===== config.mk =====
export PLATFORM = sky130hd
export DESIGN_NAME = fetch_line_unit
export DESIGN_NICKNAME = d
export VERILOG_FILES = /design/src/rtl/fetch_line_unit.sv
export SDC_FILE = /design/constraint.sdc
export NUM_CORES = 2
export LEC_CHECK = 0
export CAP_MARGIN = 25
export CORE_AREA = 4 4 384 386
export DETAILED_ROUTE_END_ITERATION = 12
export DIE_AREA = 0 0 388 390
export GPL_ROUTABILITY_DRIVEN = 0
export HOLD_SLACK_MARGIN = 0.06
export PLACE_DENSITY = 0.44
export SLEW_MARGIN = 30
export SYNTH_ARGS = -nofsm -noshare
export SYNTH_HDL_FRONTEND = slang
export SYNTH_SLANG_ARGS = --single-unit

===== constraint.sdc =====
create_clock -name clk -period 11.75 [get_ports clk]
set_clock_uncertainty 0.05 [all_clocks]
set_input_delay 2.35 -clock clk [delete_from_list [all_inputs] [get_ports clk]]
set_output_delay 2.35 -clock clk [all_outputs]
set_load 0.02 [all_outputs]

===== src/rtl/fetch_line_unit.sv =====
`default_nettype none
// +----------------------------------------------------------------------------+
// | Module      : fetch_line_unit                                              |
// | Description : Instruction-fetch front end. Translates the line base of    |
// |               the fetch PC, reads one cache line, then streams its        |
// |               instructions into Decode one per handshake. Supports        |
// |               unaligned entry, back-pressure, branch redirect with        |
// |               stale-response drain and a sticky halt on a zero word.      |
// | Revision    : 1.0 - initial release                                        |
// +----------------------------------------------------------------------------+
// | Ports                                                                      |
// |   clk, reset            clock, synchronous active-high reset               |
// |   entry                 program entry PC, sampled while reset is high      |
// |   xlat_enable/_vaddr    translation request (pulse + line-aligned VA)      |
// |   xlat_ready/_paddr     translation response (pulse + PA)                  |
// |   line_enable/_paddr    line read request (pulse + registered PA)          |
// |   line_ready/_data      line read response (pulse + full line)             |
// |   redirect_valid/_pc    branch/jump redirect                               |
// |   out_valid/_ready      Decode handshake                                   |
// |   out_instr/_pc/_pcplus4 instruction, its PC and PC + instruction bytes   |
// |   out_halt              sticky, zero instruction reached                   |
// +----------------------------------------------------------------------------+
module fetch_line_unit #(
  parameter int ADDRESS_WIDTH     = 64,
  parameter int INSTRUCTION_WIDTH = 32,
  parameter int LINE_BYTES        = 64,
  parameter int LINE_WIDTH        = LINE_BYTES * 8
) (
  input  logic                         clk,
  input  logic                         reset,
  input  logic [ADDRESS_WIDTH-1:0]     entry,
  output logic                         xlat_enable,
  output logic [ADDRESS_WIDTH-1:0]     xlat_vaddr,
  input  logic                         xlat_ready,
  input  logic [ADDRESS_WIDTH-1:0]     xlat_paddr,
  output logic                         line_enable,
  output logic [ADDRESS_WIDTH-1:0]     line_paddr,
  input  logic                         line_ready,
  input  logic [LINE_WIDTH-1:0]        line_data,
  input  logic                         redirect_valid,
  input  logic [ADDRESS_WIDTH-1:0]     redirect_pc,
  output logic                         out_valid,
  input  logic                         out_ready,
  output logic [INSTRUCTION_WIDTH-1:0] out_instr,
  output logic [ADDRESS_WIDTH-1:0]     out_pc,
  output logic [ADDRESS_WIDTH-1:0]     out_pcplus4,
  output logic                         out_halt
);

  localparam int INSTR_BYTES = INSTRUCTION_WIDTH / 8;
  localparam int SLOTS       = LINE_WIDTH / INSTRUCTION_WIDTH;
  localparam int OFFSET_BITS = $clog2(LINE_BYTES);
  localparam int INSTR_BITS  = $clog2(INSTR_BYTES);
  localparam int SLOT_BITS   = OFFSET_BITS - INSTR_BITS;

  localparam logic [ADDRESS_WIDTH-1:0] OFFSET_MASK = ADDRESS_WIDTH'(LINE_BYTES - 1);
  localparam logic [ADDRESS_WIDTH-1:0] PC_STEP     = ADDRESS_WIDTH'(INSTR_BYTES);

  localparam logic [2:0] S_IDLE      = 3'd0;
  localparam logic [2:0] S_XLAT_REQ  = 3'd1;
  localparam logic [2:0] S_XLAT_WAIT = 3'd2;
  localparam logic [2:0] S_LINE_REQ  = 3'd3;
  localparam logic [2:0] S_LINE_WAIT = 3'd4;
  localparam logic [2:0] S_ISSUE     = 3'd5;
  localparam logic [2:0] S_HALT      = 3'd6;
  localparam logic [2:0] S_DRAIN     = 3'd7;

  logic [2:0]                   state_q, state_d;
  logic [ADDRESS_WIDTH-1:0]     pc_q, pc_d;
  logic [ADDRESS_WIDTH-1:0]     line_paddr_q, line_paddr_d;
  // Which response the DRAIN state is waiting to swallow: 1 = line, 0 = xlat.
  logic                         drain_line_q, drain_line_d;
  logic [INSTRUCTION_WIDTH-1:0] line_buf_q [SLOTS];
  logic [INSTRUCTION_WIDTH-1:0] line_buf_d [SLOTS];

  logic [INSTRUCTION_WIDTH-1:0] w_instr;
  logic                         w_last_slot;
  logic                         w_issue;
  logic                         w_zero;

  generate
    if (SLOT_BITS > 0) begin : g_multi_slot
      logic [SLOT_BITS-1:0] w_slot;
      assign w_slot      = pc_q[OFFSET_BITS-1:INSTR_BITS];
      assign w_instr     = line_buf_q[w_slot];
      // SLOTS is a power of two, so the last slot index is all ones.
      assign w_last_slot = &w_slot;
    end else begin : g_single_slot
      assign w_instr     = line_buf_q[0];
      assign w_last_slot = 1'b1;
    end
  endgenerate

  assign w_issue = (state_q == S_ISSUE);
  assign w_zero  = (w_instr == '0);

  assign xlat_enable = (state_q == S_XLAT_REQ);
  assign xlat_vaddr  = xlat_enable ? (pc_q & ~OFFSET_MASK) : '0;
  assign line_enable = (state_q == S_LINE_REQ);
  assign line_paddr  = line_paddr_q;
  assign out_valid   = w_issue & ~w_zero;
  assign out_instr   = w_issue ? w_instr : '0;
  assign out_pc      = w_issue ? pc_q : '0;
  assign out_pcplus4 = w_issue ? (pc_q + PC_STEP) : '0;
  assign out_halt    = (state_q == S_HALT);

  always_comb begin
    state_d      = state_q;
    pc_d         = pc_q;
    line_paddr_d = line_paddr_q;
    drain_line_d = drain_line_q;
    line_buf_d   = line_buf_q;

    case (state_q)
      S_IDLE: begin
        if (redirect_valid) pc_d = redirect_pc;
        state_d = S_XLAT_REQ;
      end

      S_XLAT_REQ: begin
        if (redirect_valid) begin
          pc_d    = redirect_pc;
          state_d = S_XLAT_REQ;
        end else begin
          state_d = S_XLAT_WAIT;
        end
      end

      S_XLAT_WAIT: begin
        if (redirect_valid) begin
          // A response landing with the redirect is the one being drained.
          pc_d         = redirect_pc;
          drain_line_d = 1'b0;
          state_d      = xlat_ready ? S_XLAT_REQ : S_DRAIN;
        end else if (xlat_ready) begin
          line_paddr_d = xlat_paddr;
          state_d      = S_LINE_REQ;
        end
      end

      S_LINE_REQ: begin
        if (redirect_valid) begin
          pc_d    = redirect_pc;
          state_d = S_XLAT_REQ;
        end else begin
          state_d = S_LINE_WAIT;
        end
      end

      S_LINE_WAIT: begin
        if (redirect_valid) begin
          pc_d         = redirect_pc;
          drain_line_d = 1'b1;
          state_d      = line_ready ? S_XLAT_REQ : S_DRAIN;
        end else if (line_ready) begin
          for (int k = 0; k < SLOTS; k++) begin
            line_buf_d[k] = line_data[k*INSTRUCTION_WIDTH +: INSTRUCTION_WIDTH];
          end
          state_d = S_ISSUE;
        end
      end

      S_ISSUE: begin
        if (redirect_valid) begin
          pc_d    = redirect_pc;
          state_d = S_XLAT_REQ;
        end else if (w_zero) begin
          state_d = S_HALT;
        end else if (out_ready) begin
          pc_d = pc_q + PC_STEP;
          if (w_last_slot) state_d = S_XLAT_REQ;
        end
      end

      S_DRAIN: begin
        if (redirect_valid) pc_d = redirect_pc;
        // The outstanding response always ends the drain, even alongside a
        // further redirect, otherwise nothing would ever release the FSM.
        if (drain_line_q ? line_ready : xlat_ready) state_d = S_XLAT_REQ;
      end

      S_HALT: begin
        state_d = S_HALT;
      end

      default: begin
        state_d = S_IDLE;
      end
    endcase
  end

  always_ff @(posedge clk) begin
    if (reset) begin
      state_q      <= S_IDLE;
      pc_q         <= entry;
      line_paddr_q <= '0;
      drain_line_q <= 1'b0;
      for (int k = 0; k < SLOTS; k++) begin
        line_buf_q[k] <= '0;
      end
    end else begin
      state_q      <= state_d;
      pc_q         <= pc_d;
      line_paddr_q <= line_paddr_d;
      drain_line_q <= drain_line_d;
      for (int k = 0; k < SLOTS; k++) begin
        line_buf_q[k] <= line_buf_d[k];
      end
    end
  end

endmodule
`default_nettype wire


=== Word-level counts from Yosys, hierarchy flattened ===
Index checks and enable logic that the tools add are counted.

* Bits in registers: 644
* Bits of input ports: 710
* Word-level logic and storage cells: 85

* Add/subtract/negate cells: 1
* Magnitude comparators: 1
* Eq/ne operators: 17
* Mux-type cells: 31
* Bitwise gates (word level): 4
* Reduce and logical (&&, ||, !) cells: 11

{| class="wikitable"
|+ Operators by type and width
! operator !! count
|-
| $mux W64 || 8
|-
| $bmux W32 S4 || 1
|-
| $pmux W64 S2 || 1
|-
| $mux W32 || 3
|-
| $add A64 B3 Y64 const B || 1
|-
| $mux W3 || 12
|-
| $logic_not A32 Y1 || 1
|-
| $pmux W3 S8 || 1
|-
| $eq A3 B3 Y1 const B || 4
|-
| $reduce_and A3 Y1 || 3
|-
| $ne A4 B3 Y1 const B || 2
|-
| $ne A4 B4 Y1 const B || 2
|-
| $reduce_and A4 Y1 || 2
|-
| $eq A3 B2 Y1 const B || 2
|-
| $ne A2 B2 Y1 const B || 3
|-
| $ne A3 B3 Y1 const B || 2
|-
| $reduce_or A6 Y1 || 1
|-
| $ge A5 B5 Y1 const B || 1
|-
| $not A4 Y5 || 1
|-
| $reduce_and A5 Y1 || 1
|-
| $eq A3 B1 Y1 const B || 1
|-
| $logic_not A3 Y1 || 1
|-
| $mux W1 || 3
|-
| $ne A3 B1 Y1 const B || 1
|-
| other kinds (6) || 7
|}

=== Depth between registers and ports, before layout ===
* Depth after elaboration: 9
* Depth in mapped cells: 12

=== Least setup slack after synthesis ===
No wires, ideal clock.

* Kind: flip-flop to output port
* From: register pc_q[3]
* To: output out_valid
* Arrival: 2.550 ns
* Required time: 9.350 ns
* Path slack: 6.800 ns
* Stages on the path, launching flop included: 10
* Cell sequence: edfxtp_1 buf_2 clkbuf_1 clkbuf_1 mux4_2 a221oi_1 nand4_1 nor3_1 nand4_1 and2_1

* Longest elaborated chain between the ends: 7

{| class="wikitable"
|+ Ends and longest elaborated chain
! element !! line !! text
|-
| start: declaration || 69 || <nowiki>logic [ADDRESS_WIDTH-1:0] pc_q, pc_d;</nowiki>
|-
| start signal: assignment || 195 || <nowiki>pc_q <= entry;</nowiki>
|-
| start signal: assignment || 203 || <nowiki>pc_q <= pc_d;</nowiki>
|-
| $not A4 Y5 (not written as such) || 85 || <nowiki>assign w_instr = line_buf_q[w_slot];</nowiki>
|-
| $bmux W32 S4 || 85 ||
|-
| $mux W32 (not written as such) (2 in series) || 85 ||
|-
| $logic_not A32 Y1 || 95 || <nowiki>assign w_zero = (w_instr == '0);</nowiki>
|-
| $not A1 Y1 || 101 || <nowiki>assign out_valid = w_issue & ~w_zero;</nowiki>
|-
| $and A1 B1 Y1 || 101 ||
|-
| end: declaration || 42 || <nowiki>output logic out_valid,</nowiki>
|}

No other way between the ends. The select of a mux whose other input is x is not followed.

=== Worst setup path after layout ===
* From: register pc_q[2]
* To: output out_valid

Same word-level chain as after synthesis.

==> impl_metrics.toml <==
[outcome]
status = "completed"

[detailed_routing]
via_per_inst = 4.68
dr.pass1.iters = 7
highest-signal-layer = "met5"
dr_wl_met2_um = 82300
met3WireLength_um = 12800
wire_per_inst_um = 27.2
wl_met1_um = 75800
postRouteAntennaNets = 0
drc_errors = 0
drtIter0Drc = 2213
vias = 30100
totalWireLength_um = 175000

[power_and_ir_drop]
power_density_nw_per_um2 = 126
p_leak_nw = 14.4
irDropWorstVdd_mv = 0.0850
total_power_mw = 5.54

[global_route]
grt_pass1_vias = 29300
grt.total_usage = 0.219
grt_overflow = 0
grt_start_max_net_pins = 217
grt_pass1_wl_um = 236000
antenna_found_initial = 56

[worst_hold_path]
min_from = "line_buf_q[166]"
hold_class = "reg -> reg"
hold_path_depth = 2

[clock_tree]
cts.repair.resized = 0
root_buffer = "clkbuf_16"
cts_max_level = 3
cts_buffer_depth = 3
postCtsSetupRepairBufs = 0
clkTransAtPathRegs_ps = 50
tritoncts = "built"
clk_latency_ps = 710
cts_inserted_buffers = 81
clkSinkCount = 644
ctsHoldBuffers = 0

[sta]
final.period_utilization = 0.694
clock.fmax_mhz = 123
slew-limit-headroom = 0.199
drv_slew = 0
finalSetupViolations = 0
tightest_slew_ps = 1200
min_period_ps = 8150
tns_ps = 0
hold_violations = 0
rsz0062_at_grt = "false"

[floorplan]
coreArea_um2 = 143000
die_y_um = 390
die_w_um = 388
start_util = 0.206
dieArea_um2 = 151000
io_pins = 1002
rows = 139

[layout]
multi_input_area_um2 = 14800
area_delta_synth_final_pct = 49.0
seq_area_um2 = 13500
nFillCells = 15500
layout-drive-gt1-share = 0.0626
nets = 5162

[yosys]
synth_area_per_cell_um2 = 8.11
yosysUniqueCellTypes = 49
synth_edf_count = 64
syn_inst = 3635
async_flop_share = 0
synth_seq_cells = 644
ys_seq_area_frac = 0.459
synth_top_area_cell = "dfxtp_1"
synth_top_area_frac = 0.394
synth.area.top_cells = "dfxtp_1 39%, nand2_1 16%, a21oi_1 11%"
yosys_warnings = 0
synth_area_um2 = 29500
ys.flop_type = "dfxtp_1"

[setup_path]
endpoint_kind = "output port"
r2r-start = "pc_q[2]"
cp.required_ps = 9350
path_cells = "buf_12, buf_4, mux4_2, a221oi_1, nand4_1, nor3_1, nand4_1, and2_1, clkdlybuf4s50_1"
reg2reg_depth = 10
arrival_ps = 5750
worstPathMaxFanout = 61
critPathKind = "reg -> out"
worst_path_most_repeated_cell = "nand4_1"
worst_setup_path_start_kind = "flop"
critical-path-slowest-cell = "buf_4"
cpPeakStageDelay_ps = 700
startpoint = "pc_q[2]"

[place]
numPortBuffers = 995
dp_hpwl_um = 137000

[run]
max-cap-violations = 0
[final cells by class]
class | instances | area share
diodes | 19 | 0.00108
clock buffers | 117 | 0.0533
clock inverters | 33 | 0.0102
inverters | 11 | 0.000939
multi-input cells | 2680 | 0.336
flip-flops and latches | 644 | 0.308
well taps | 1903 | 0.0542
repair buffers | 1033 | 0.236
[routing by layer]
metal  up-vias  track usage
li1      13900            -
met1     14900        0.281
met3       213       0.0620
met5         -            0
met4        26       0.0578
met2      1084        0.361
[cell families (layout without fill, tap and decap cells)]
logic type | after synthesis | count (layout) | share of synthesized area
buffers and inverters | 316 | 1194 | 0.0442
and+or+nand+nor | 1615 | 1615 | 0.225
muxes | 175 | 175 | 0.100
AOI/OAI and AO/OA | 823 | 823 | 0.153
DFF | 644 | 644 | 0.459
adders and majority gates | 1 | 1 | 0.000424
xor gates and xnor gates | 60 | 60 | 0.0178
other | 1 | 25 | 0.000127
[cells in the mapped netlist, drive strengths merged (34+ instances only)]
| cell type | instances |
|---|---|
| clkbuf | 266 |
| o21ai | 62 |
| mux4 | 96 |
| buf | 39 |
| and2 | 127 |
| a221oi | 48 |
| nor2 | 147 |
| nand2 | 1231 |
| a21oi | 631 |
| xnor2 | 34 |
| mux2i | 78 |
| dfxtp | 580 |
| edfxtp | 64 |
[path summary, 6_finish.rpt]
kind | endpoint | slack (ps)
worst min-delay path | line_buf_q[166] | 400
worst max register to register | pc_q[2] | 6170
worst max-delay path | out_valid | 3600
worst min register to register | line_buf_q[166] | 400
[registers in the layout, indices dropped and copies added (netlist names)]
| signal | count |
|---|---|
| pc_q | 64 |
| state_q | 3 |
| drain_line_q | 1 |
| line_paddr | 64 |
| line_buf_q | 512 |
[where the power goes]
part	internal [mW]	leakage [nW]	total, mW	switching (mW)
clock	1.53	1.36	2.64	1.10
sequential	2.25	5.33	2.29	0.0420
combinational	0.320	7.68	0.612	0.292
total	4.10	14.4	5.54	1.43
[per-stage QoR]
step	area (um^2)	std cells	hold slack [ps]	utilization	setup WS, ps
floorplan	29500	3640	383	-	6800
global placement	41000	6269	389	0.286	4180
detailed placement	41100	6269	395	0.286	4120
CTS	43800	6419	403	0.306	3370
global route	43900	6426	418	0.306	3200
finish	44000	6440	399	0.306	3600
[worst max-delay path: cells and delay by family, from the launching register on]
family | cells | cell delay [ps]
buf+inv | 3 | 1750
simple gates | 4 | 1690
mux | 1 | 690
flops | 1 | 390
compound gates | 1 | 390
[cells in the final DEF (no fill, tap or decap), types with 18 or more instances in the layout]
cell / count
clkbuf_8: 18
buf_4: 27
nand4_1: 23
a21oi_1: 630
nor3_1: 19
nand3_1: 23
a221oi_1: 48
a211oi_1: 19
clkbuf_16: 81
a21o_1: 20
clkdlybuf4s50_1: 994
diode_2: 19
nor2_1: 144
edfxtp_1: 64
xor2_1: 26
clkbuf_1: 18
o21ai_0: 60
and2_1: 126
mux2i_1: 78
mux4_2: 96
dfxtp_1: 580
xnor2_1: 34
nand2_1: 1231
Power figures use the tool's default switching activity.
